==> src/rtl/stopwatch_pkg.sv <==
// Shared types, digit geometry and BCD increment helper for the stopwatch toggle generator.
// Define STOPWATCH_SEXAGESIMAL_EN for MM:SS digit maxima (9,5,9,5); default is decimal 0000..9999.
package stopwatch_pkg;

    typedef enum logic [1:0] {
        ST_IDLE,
        ST_RUN,
        ST_PAUSE
    } state_t;

    localparam int NUM_DIGITS = 4;
    localparam int BCD_W      = 4;
    localparam int VEC_W      = NUM_DIGITS * BCD_W;

    // Digit maxima packed with digit 0 in the least significant nibble.
    localparam logic [VEC_W-1:0] DEC_MAX = {4'd9, 4'd9, 4'd9, 4'd9};
    localparam logic [VEC_W-1:0] SEX_MAX = {4'd5, 4'd9, 4'd5, 4'd9};

`ifdef STOPWATCH_SEXAGESIMAL_EN
    localparam logic [VEC_W-1:0] DIGIT_MAX = SEX_MAX;
`else
    localparam logic [VEC_W-1:0] DIGIT_MAX = DEC_MAX;
`endif

    // Ripple-carry BCD increment; an out-of-range digit always recovers to 0.
    function automatic logic [VEC_W-1:0] bcd_next(input logic [VEC_W-1:0] q);
        logic             carry;
        logic [BCD_W-1:0] d;
        logic [BCD_W-1:0] m;
        bcd_next = '0;
        carry    = 1'b1;
        for (int i = 0; i < NUM_DIGITS; i++) begin
            d = q[i*BCD_W +: BCD_W];
            m = DIGIT_MAX[i*BCD_W +: BCD_W];
            if (d > m)
                bcd_next[i*BCD_W +: BCD_W] = '0;
            else if (carry)
                bcd_next[i*BCD_W +: BCD_W] = (d == m) ? '0 : d + 4'd1;
            else
                bcd_next[i*BCD_W +: BCD_W] = d;
            carry = carry & (d == m);
        end
    endfunction

endpackage

==> src/rtl/btn_debounce.sv <==
// Raw button conditioning: 2-flop synchronizer, stable-level debouncer, rising-edge press pulse.
module btn_debounce #(
    parameter int DEBOUNCE = 50000
) (
    input  logic clk,
    input  logic rst_n,
    input  logic btn,
    output logic press
);

    localparam int CW = $clog2(DEBOUNCE + 1);

    logic [1:0]    sync;
    logic [CW-1:0] cnt;
    logic          level;
    logic          level_d;

    // NOTE: all state here uses non-blocking assignments so every flop samples pre-edge values.
    always_ff @(posedge clk or negedge rst_n) begin
        if (!rst_n) begin
            sync    <= '0;
            cnt     <= '0;
            level   <= 1'b0;
            level_d <= 1'b0;
        end else begin
            sync    <= {sync[0], btn};
            level_d <= level;
            // cnt tracks consecutive samples that disagree with the accepted level.
            if (sync[1] == level) begin
                cnt <= '0;
            end else if (cnt == CW'(DEBOUNCE - 1)) begin
                level <= sync[1];
                cnt   <= '0;
            end else begin
                cnt <= cnt + CW'(1);
            end
        end
    end

    assign press = level & ~level_d;

endmodule

==> src/rtl/stopwatch_tgen.sv <==
// Stopwatch toggle generator: button FSM, prescaler and BCD toggle vectors for external T registers.
// Digit maxima follow STOPWATCH_SEXAGESIMAL_EN (see stopwatch_pkg).
module stopwatch_tgen
    import stopwatch_pkg::*;
#(
    parameter int PRESCALE = 100000,
    parameter int DEBOUNCE = 50000
) (
    input  logic       CLK,
    input  logic       RESET,
    input  logic       BTN_START,
    input  logic       BTN_CLEAR,
    input  logic [3:0] Q0,
    input  logic [3:0] Q1,
    input  logic [3:0] Q2,
    input  logic [3:0] Q3,
    output logic [3:0] T0,
    output logic [3:0] T1,
    output logic [3:0] T2,
    output logic [3:0] T3,
    output logic       RUNNING,
    output logic       TICK
);

    localparam int PW = $clog2(PRESCALE);

    state_t           state;
    state_t           state_nxt;
    logic             start_press;
    logic             clear_press;
    logic [PW-1:0]    pre_cnt;
    logic             tick_flag;
    logic             clr_flag;
    logic [VEC_W-1:0] q_vec;
    logic [VEC_W-1:0] t_vec;

    btn_debounce #(.DEBOUNCE(DEBOUNCE)) u_start (
        .clk  (CLK),
        .rst_n(RESET),
        .btn  (BTN_START),
        .press(start_press)
    );

    btn_debounce #(.DEBOUNCE(DEBOUNCE)) u_clear (
        .clk  (CLK),
        .rst_n(RESET),
        .btn  (BTN_CLEAR),
        .press(clear_press)
    );

    always_ff @(posedge CLK or negedge RESET) begin
        if (!RESET) state <= ST_IDLE;
        else        state <= state_nxt;
    end

    // NOTE: defaulting every always_comb output first keeps the tools from inferring latches.
    always_comb begin
        state_nxt = state;
        if (clear_press) begin
            state_nxt = ST_IDLE;
        end else if (start_press) begin
            case (state)
                ST_IDLE:  state_nxt = ST_RUN;
                ST_RUN:   state_nxt = ST_PAUSE;
                ST_PAUSE: state_nxt = ST_RUN;
                default:  state_nxt = ST_IDLE;
            endcase
        end
    end

    always_comb begin
        RUNNING = (state == ST_RUN);
    end

    // Prescaler runs in RUN, freezes in PAUSE, and restarts from 0 whenever IDLE.
    always_ff @(posedge CLK or negedge RESET) begin
        if (!RESET) begin
            pre_cnt   <= '0;
            tick_flag <= 1'b0;
            clr_flag  <= 1'b0;
        end else begin
            tick_flag <= 1'b0;
            clr_flag  <= clear_press;
            case (state)
                ST_RUN: begin
                    if (pre_cnt == PW'(PRESCALE - 1)) begin
                        pre_cnt   <= '0;
                        tick_flag <= 1'b1;
                    end else begin
                        pre_cnt <= pre_cnt + PW'(1);
                    end
                end
                ST_PAUSE: pre_cnt <= pre_cnt;
                default:  pre_cnt <= '0;
            endcase
        end
    end

    assign q_vec = {Q3, Q2, Q1, Q0};

    // Clear toggles every set bit back to 0 and outranks a coincident tick.
    always_comb begin
        t_vec = '0;
        TICK  = 1'b0;
        if (clr_flag) begin
            t_vec = q_vec;
        end else if (tick_flag) begin
            t_vec = q_vec ^ bcd_next(q_vec);
            TICK  = 1'b1;
        end
    end

    assign {T3, T2, T1, T0} = t_vec;

endmodule

==> config.mk <==
export PLATFORM = sky130hd
export DESIGN_NAME = stopwatch_tgen
export DESIGN_NICKNAME = d
export VERILOG_FILES = /design/src/rtl/stopwatch_pkg.sv /design/src/rtl/btn_debounce.sv /design/src/rtl/stopwatch_tgen.sv
export SDC_FILE = /design/constraint.sdc
export NUM_CORES = 1
export LEC_CHECK = 0
export CORE_UTILIZATION = 58
export CTS_BUF_LIST = sky130_fd_sc_hd__clkbuf_8
export CTS_CLUSTER_SIZE = 8
export DETAILED_ROUTE_END_ITERATION = 7
export GPL_TIMING_DRIVEN = 0
export PLACE_DENSITY = 0.82
export SYNTH_ARGS = -nofsm -noshare
export SYNTH_HDL_FRONTEND = slang
export SYNTH_SLANG_ARGS = --single-unit
==> constraint.sdc <==
create_clock -name CLK -period 2.8 [get_ports CLK]
set_input_delay 0.7 -clock CLK [delete_from_list [all_inputs] [get_ports CLK]]
set_output_delay 0.7 -clock CLK [all_outputs]
set_load 0.05 [all_outputs]
Yosys cells after proc, flatten, opt, wreduce, memory -nomap -nowiden
Cells that the tools add are included.

Add/subtract/negate cells: 7. Magnitude comparators: 4. Eq/ne operators: 11. Muxes and demuxes: 34. Bitwise operators: 9. Reduce and logical (&&, ||, !) cells: 5.

Operator list (count): 16-bit 2-to-1 mux (6); 4-bit 2-to-1 mux (19); 17-bit one-hot mux with 2 select lines (1); 16-bit by 1-bit adder with 16-bit output (second input constant) (2); 16-bit equality test (second input constant) (2); 17-bit by 1-bit adder with 17-bit output (second input constant) (1); 17-bit equality test (second input constant) (1); 17-bit 2-to-1 mux (1); 4-bit by 1-bit adder with 4-bit output (second input constant) (4); 4-bit equality test (second input constant) (4); 4-bit > comparator (second input constant) (4); 16-bit bitwise XOR (1); 1-bit bitwise AND (4); 1-bit 2-to-1 mux (4); 2-bit 2-to-1 mux (2); 1-bit NOT (4); 2-bit one-hot mux with 2 select lines (1); 2-bit AND reduction (2); 1-bit equality test (2); 2-bit by 1-bit equality test with 1-bit output (second input constant) (1); 2-bit equality test (second input constant) (1); 2-bit logical NOT (1); 2-bit nonzero test (1); 2-bit OR reduction (1).

Register bits after elaboration: 61. Input port bits: 20. Output and inout bits: 18. Logic and storage cells: 82.

Depth between registers and ports, before layout
Word-level depth: 10. Mapped depth: 7. Depth with buffers taken out: 6.

By module
Synthesis repeated with hierarchy kept, for this count alone.

Cell total of the unflattened synthesis: 368. Area total of the unflattened synthesis: 3438.3 um^2.

By module, submodules not included: btn_debounce (times used 2, cells each 88, area each 942.2 um^2, sequential area each 500.5 um^2); stopwatch_tgen (times used 1, cells each 192, area each 1554.0 um^2, sequential area each 525.5 um^2).

Worst setup path before layout
Ideal clock, no wire load.

Path kind: input-to-output. Start point: in Q0[2]. End point: out T3[3]. Arrival time: 2.874 ns. Required time: 2.100 ns. Slack: -0.774 ns. Stages: 5. Path buffers: 0. Cell sequence: and4bb_2 nand2_1 nor4_1 a41oi_1 a211oi_1.

Word-level cells in the longest chain between the ends: 10.

Ends and longest elaborated chain: from (decl) (line stopwatch_tgen.sv:13) `input logic [3:0] Q0,`; 4-bit equality test (line stopwatch_pkg.sv:41) `carry = carry & (d == m);`; 1-bit bitwise AND (2 in series) (line stopwatch_pkg.sv:41); 4-bit 2-to-1 mux (line stopwatch_pkg.sv:37) `else if (carry)`; 4-bit 2-to-1 mux (line stopwatch_pkg.sv:35) `if (d > m)`; 4-bit 2-to-1 mux (line stopwatch_tgen.sv:107) `end else if (tick_flag) begin`; 4-bit 2-to-1 mux (line stopwatch_tgen.sv:105) `if (clr_flag) begin`; 16-bit bitwise XOR (line stopwatch_tgen.sv:108) `t_vec = q_vec ^ bcd_next(q_vec);`; 16-bit 2-to-1 mux (line stopwatch_tgen.sv:107); 16-bit 2-to-1 mux (line stopwatch_tgen.sv:105); to (decl) (line stopwatch_tgen.sv:20) `output logic [3:0] T3,`.

Every way passes these cells. The select of a mux whose other input is x is not followed.

Final worst setup path
Start point: in Q2[3]. End point: out T3[3].

Word-level cells in the longest chain between the ends: 9.

Ends and longest elaborated chain: from (decl) (line stopwatch_tgen.sv:15) `input logic [3:0] Q2,`; 4-bit equality test (line stopwatch_pkg.sv:41); 1-bit bitwise AND (line stopwatch_pkg.sv:41); 4-bit 2-to-1 mux (line stopwatch_pkg.sv:37); 4-bit 2-to-1 mux (line stopwatch_pkg.sv:35); 4-bit 2-to-1 mux (line stopwatch_tgen.sv:107); 4-bit 2-to-1 mux (line stopwatch_tgen.sv:105); 16-bit bitwise XOR (line stopwatch_tgen.sv:108); 16-bit 2-to-1 mux (line stopwatch_tgen.sv:107); 16-bit 2-to-1 mux (line stopwatch_tgen.sv:105).

Every way passes these cells. The select of a mux whose other input is x is not followed.

==> reports/qor.yml <==
run_status:
  outcome: "finished clean"
power_and_ir_drop:
  vdd_drop_max_mv: 0.423
  internal_power_mw: 1.45
  power_density_nw_per_um2: 468
  switching_share_pct: 22.2
  p_sw_mw: 0.415
  total_power_mw: 1.87
  combPwrFrac_pct: 5.0
  sequentialPowerShare_pct: 48.1
  p_leak_nw: 1.77
  power.share.clock_pct: 46.9
logic_synthesis:
  synthArstFlopShare_pct: 100
  synth_cells: 359
  yosysTopAreaCell: "dfrtp_1"
  synth_edf_count: 0
  yosysWarnings: 0
  synth_most_common_cell: "dfrtp_1"
  syn-cell-area_um2: 3270
  synth-seq-cells: 61
  synth_nets: 382
  synth_top_area_share_pct: 46.7
  synthFlopType: "dfrtp_1"
  yosysSeqAreaShare_pct: 46.7
  synthTopCellsByCount: "dfrtp_1, nor2_1, nand2_1"
  synth_area_leaders: "dfrtp_1, nor2_1, nand2_1"
  synth.distinct_cells: 47
  syn_avg_cell_area_um2: 9.10
sta:
  worst_pin_slew_ns: 0.731
  rsz0062_at_grt: "true"
  setup-violations-final: 0
  finalMaxSlewViolations: 0
  hold_viol_final: 0
  finalClockSkew_ns: 0.0137
  max_freq_mhz: 358
  period_minus_slack_ns: 2.79
  slew_headroom_pct: 51.3
  setup_tns_ns: 0
  period_share_pct: 99.8
floorplanning:
  rows: 26
  die_h_um: 77.0
  start_util_pct: 62.0
  core-area_um2: 5270
  io_pins: 38
  die_x_um: 77.0
  die_area_um2: 5930
routing:
  via_count: 2853
  postRouteAntennaNets: 0
  dr.first_iter.drc_count: 221
  dr.pass1.iters: 4
  routedWlPerCell_um: 15.1
  wl_mm: 7.31
  route.detailed.drc: 0
  vias_per_cell: 5.88
global_route:
  grt_max_degree: 33
  grt_pass1_wl_mm: 12.5
  grt_use_total_pct: 26.7
  antenna_found_initial: 0
  grt_pass1_vias: 2744
  grt.overflow.total: 0
cells_and_area:
  stdcell_count: 485
  diodes: 0
  final_cell_area_um2: 3990
  drive_gt1_share_pct: 16.1
  layout.nets: 433
  area_delta_synth_final_pct: 22.2
setup_path:
  cp_max_fo: 6
  worstSetupStartpointType: "input port"
  r2r_cells: 5
  r2r-end: "pre_cnt[8]"
  ff2ff_setup_slack_ns: 0.68
  cp_slowest_stage_delay_ns: 0.37
  cp_top_family: "buffers and inverters"
  cp_slowest_cell: "nor4_4"
  crit_arrival_ns: 2.09
  reg2reg_from: "pre_cnt[13]"
  crit_type: "in -> out"
  critical_path.cell_chain: "dlygate4sd2_1 > nand2_2 > nor4_4 > a41oi_2 > a211oi_2 > buf_6"
  cp-end-kind: "primary output"
  crit_required_ns: 2.10
  crit_buf_inv: 2
clock_network:
  cts_tree: "done"
  holdBufCountCts: 0
  cts-root-buf: "clkbuf_8"
  clk_pin_slew_ns: 0.07
  clock_tree.htree_level_count: 3
  cts_sinks: 61
  clock_latency_ns: 0.34
  numCtsBuffers: 9
  clock_path_buffers: 2
worst_hold_path:
  min_to: "u_start.sync[1]"
  hold_depth: 0
  min_from: "u_start.sync[0]"
  hold_path_class: "reg -> reg"
job:
  cap_violations: 0
placed_design:
  hpwl_mm: 4.85
  routabilityCongestion: 0.818
  dp.cells: 467
  io_buffers: 37
  place_area_um2: 3750
layer usage:
metal  share of wire, %  track usage [%]
met1                 45             33.6
met3                4.5             5.36
met2                 49             44.2
met5                  0                0
met4                1.4             12.8
state kept, by name (all words and copies together), names as in the netlist:
| register | flops |
|---|---|
| tick_flag | 1 |
| clr_flag | 1 |
| u_start.cnt | 16 |
| u_start.level | 1 |
| state | 2 |
| pre_cnt | 17 |
| u_start.level_d | 1 |
| u_clear.level_d | 1 |
| u_clear.sync | 2 |
| u_start.sync | 2 |
| u_clear.level | 1 |
| u_clear.cnt | 16 |
cell families after synthesis:
family                   share of synthesized area [%]
AND/OR/NAND/NOR                                   26.1
AO/OA/AOI/OAI                                     13.5
flip-flops                                        46.7
XOR/XNOR                                          8.31
buffers and inverters                             2.57
multiplexers                                      1.61
adder cells (fa/ha/maj)                           1.15
what timing repair did:
| action | 4_1_cts | 5_1_grt |
|---|---|---|
| gates resized for setup | 114 | 12 |
| setup buffers | 3 | 0 |
| pin swaps | 10 | 1 |
| endpoints found under the setup margin | 17 | 9 |
final cells by class:
class                      count  area [µm²]
multi-input combinational    278        1730
tap                           70        87.6
buffer                         9        42.5
timing repair buffer          41         339
fill                         385        1280
clock inverter                 6        86.3
sequential                    61        1530
clock buffer                  10         138
inverter                      10        38.8
through the flow:
step                      setup WS (ns)  utilization [%]  hold WS [ns]
final                           0.00594             75.7         0.354
after global routing            -0.0594             75.7         0.365
after CTS                       0.00125             75.8         0.359
after detailed placement          -1.35             71.1         0.343
after global placement            -1.27             70.8         0.332
after floorplan                  -0.340                -         0.331
power groups by stage:
| stage | Clock [mW] | Sequential [mW] | Combinational, mW |
|---|---|---|---|
| final | 0.875 | 0.898 | 0.0929 |
| after global routing | 0.927 | 0.899 | 0.104 |
| after global placement | 0 | 0.914 | 0.0862 |
| after detailed placement | 0 | 0.915 | 0.0908 |
| after floorplan | 0 | 0.914 | 0.0264 |
| after CTS | 0.892 | 0.898 | 0.0935 |
cells in the final DEF, fill, tap and decap left out, types with 9 or more instances in the layout:
cell,synthesis,routed
a21oi_1,13,13
and3_1,10,10
nand4_1,15,15
clkbuf_8,0,10
nand3_1,18,18
dfrtp_1,61,60
nand2_1,43,38
a31oi_1,10,10
xnor2_1,13,13
nor2_1,52,50
inv_1,9,9
buf_2,1,13
xor2_1,18,18
o21ai_0,18,16
worst max path at each step:
stage,start,endpoint,slack (ns),cells after the start
3_3_place_gp,Q0[1],T3[3],-1.27,7
4_1_cts,Q2[3],T3[2],0.001,6
6_report,Q2[3],T3[3],0.006,6
5_1_grt,Q1[1],T3[3],-0.06,7
2_1_floorplan,clr_flag,T1[2],-0.34,6
3_5_place_dp,Q0[3],T3[2],-1.35,7
Note: power is estimated with default switching activity, not from simulation.
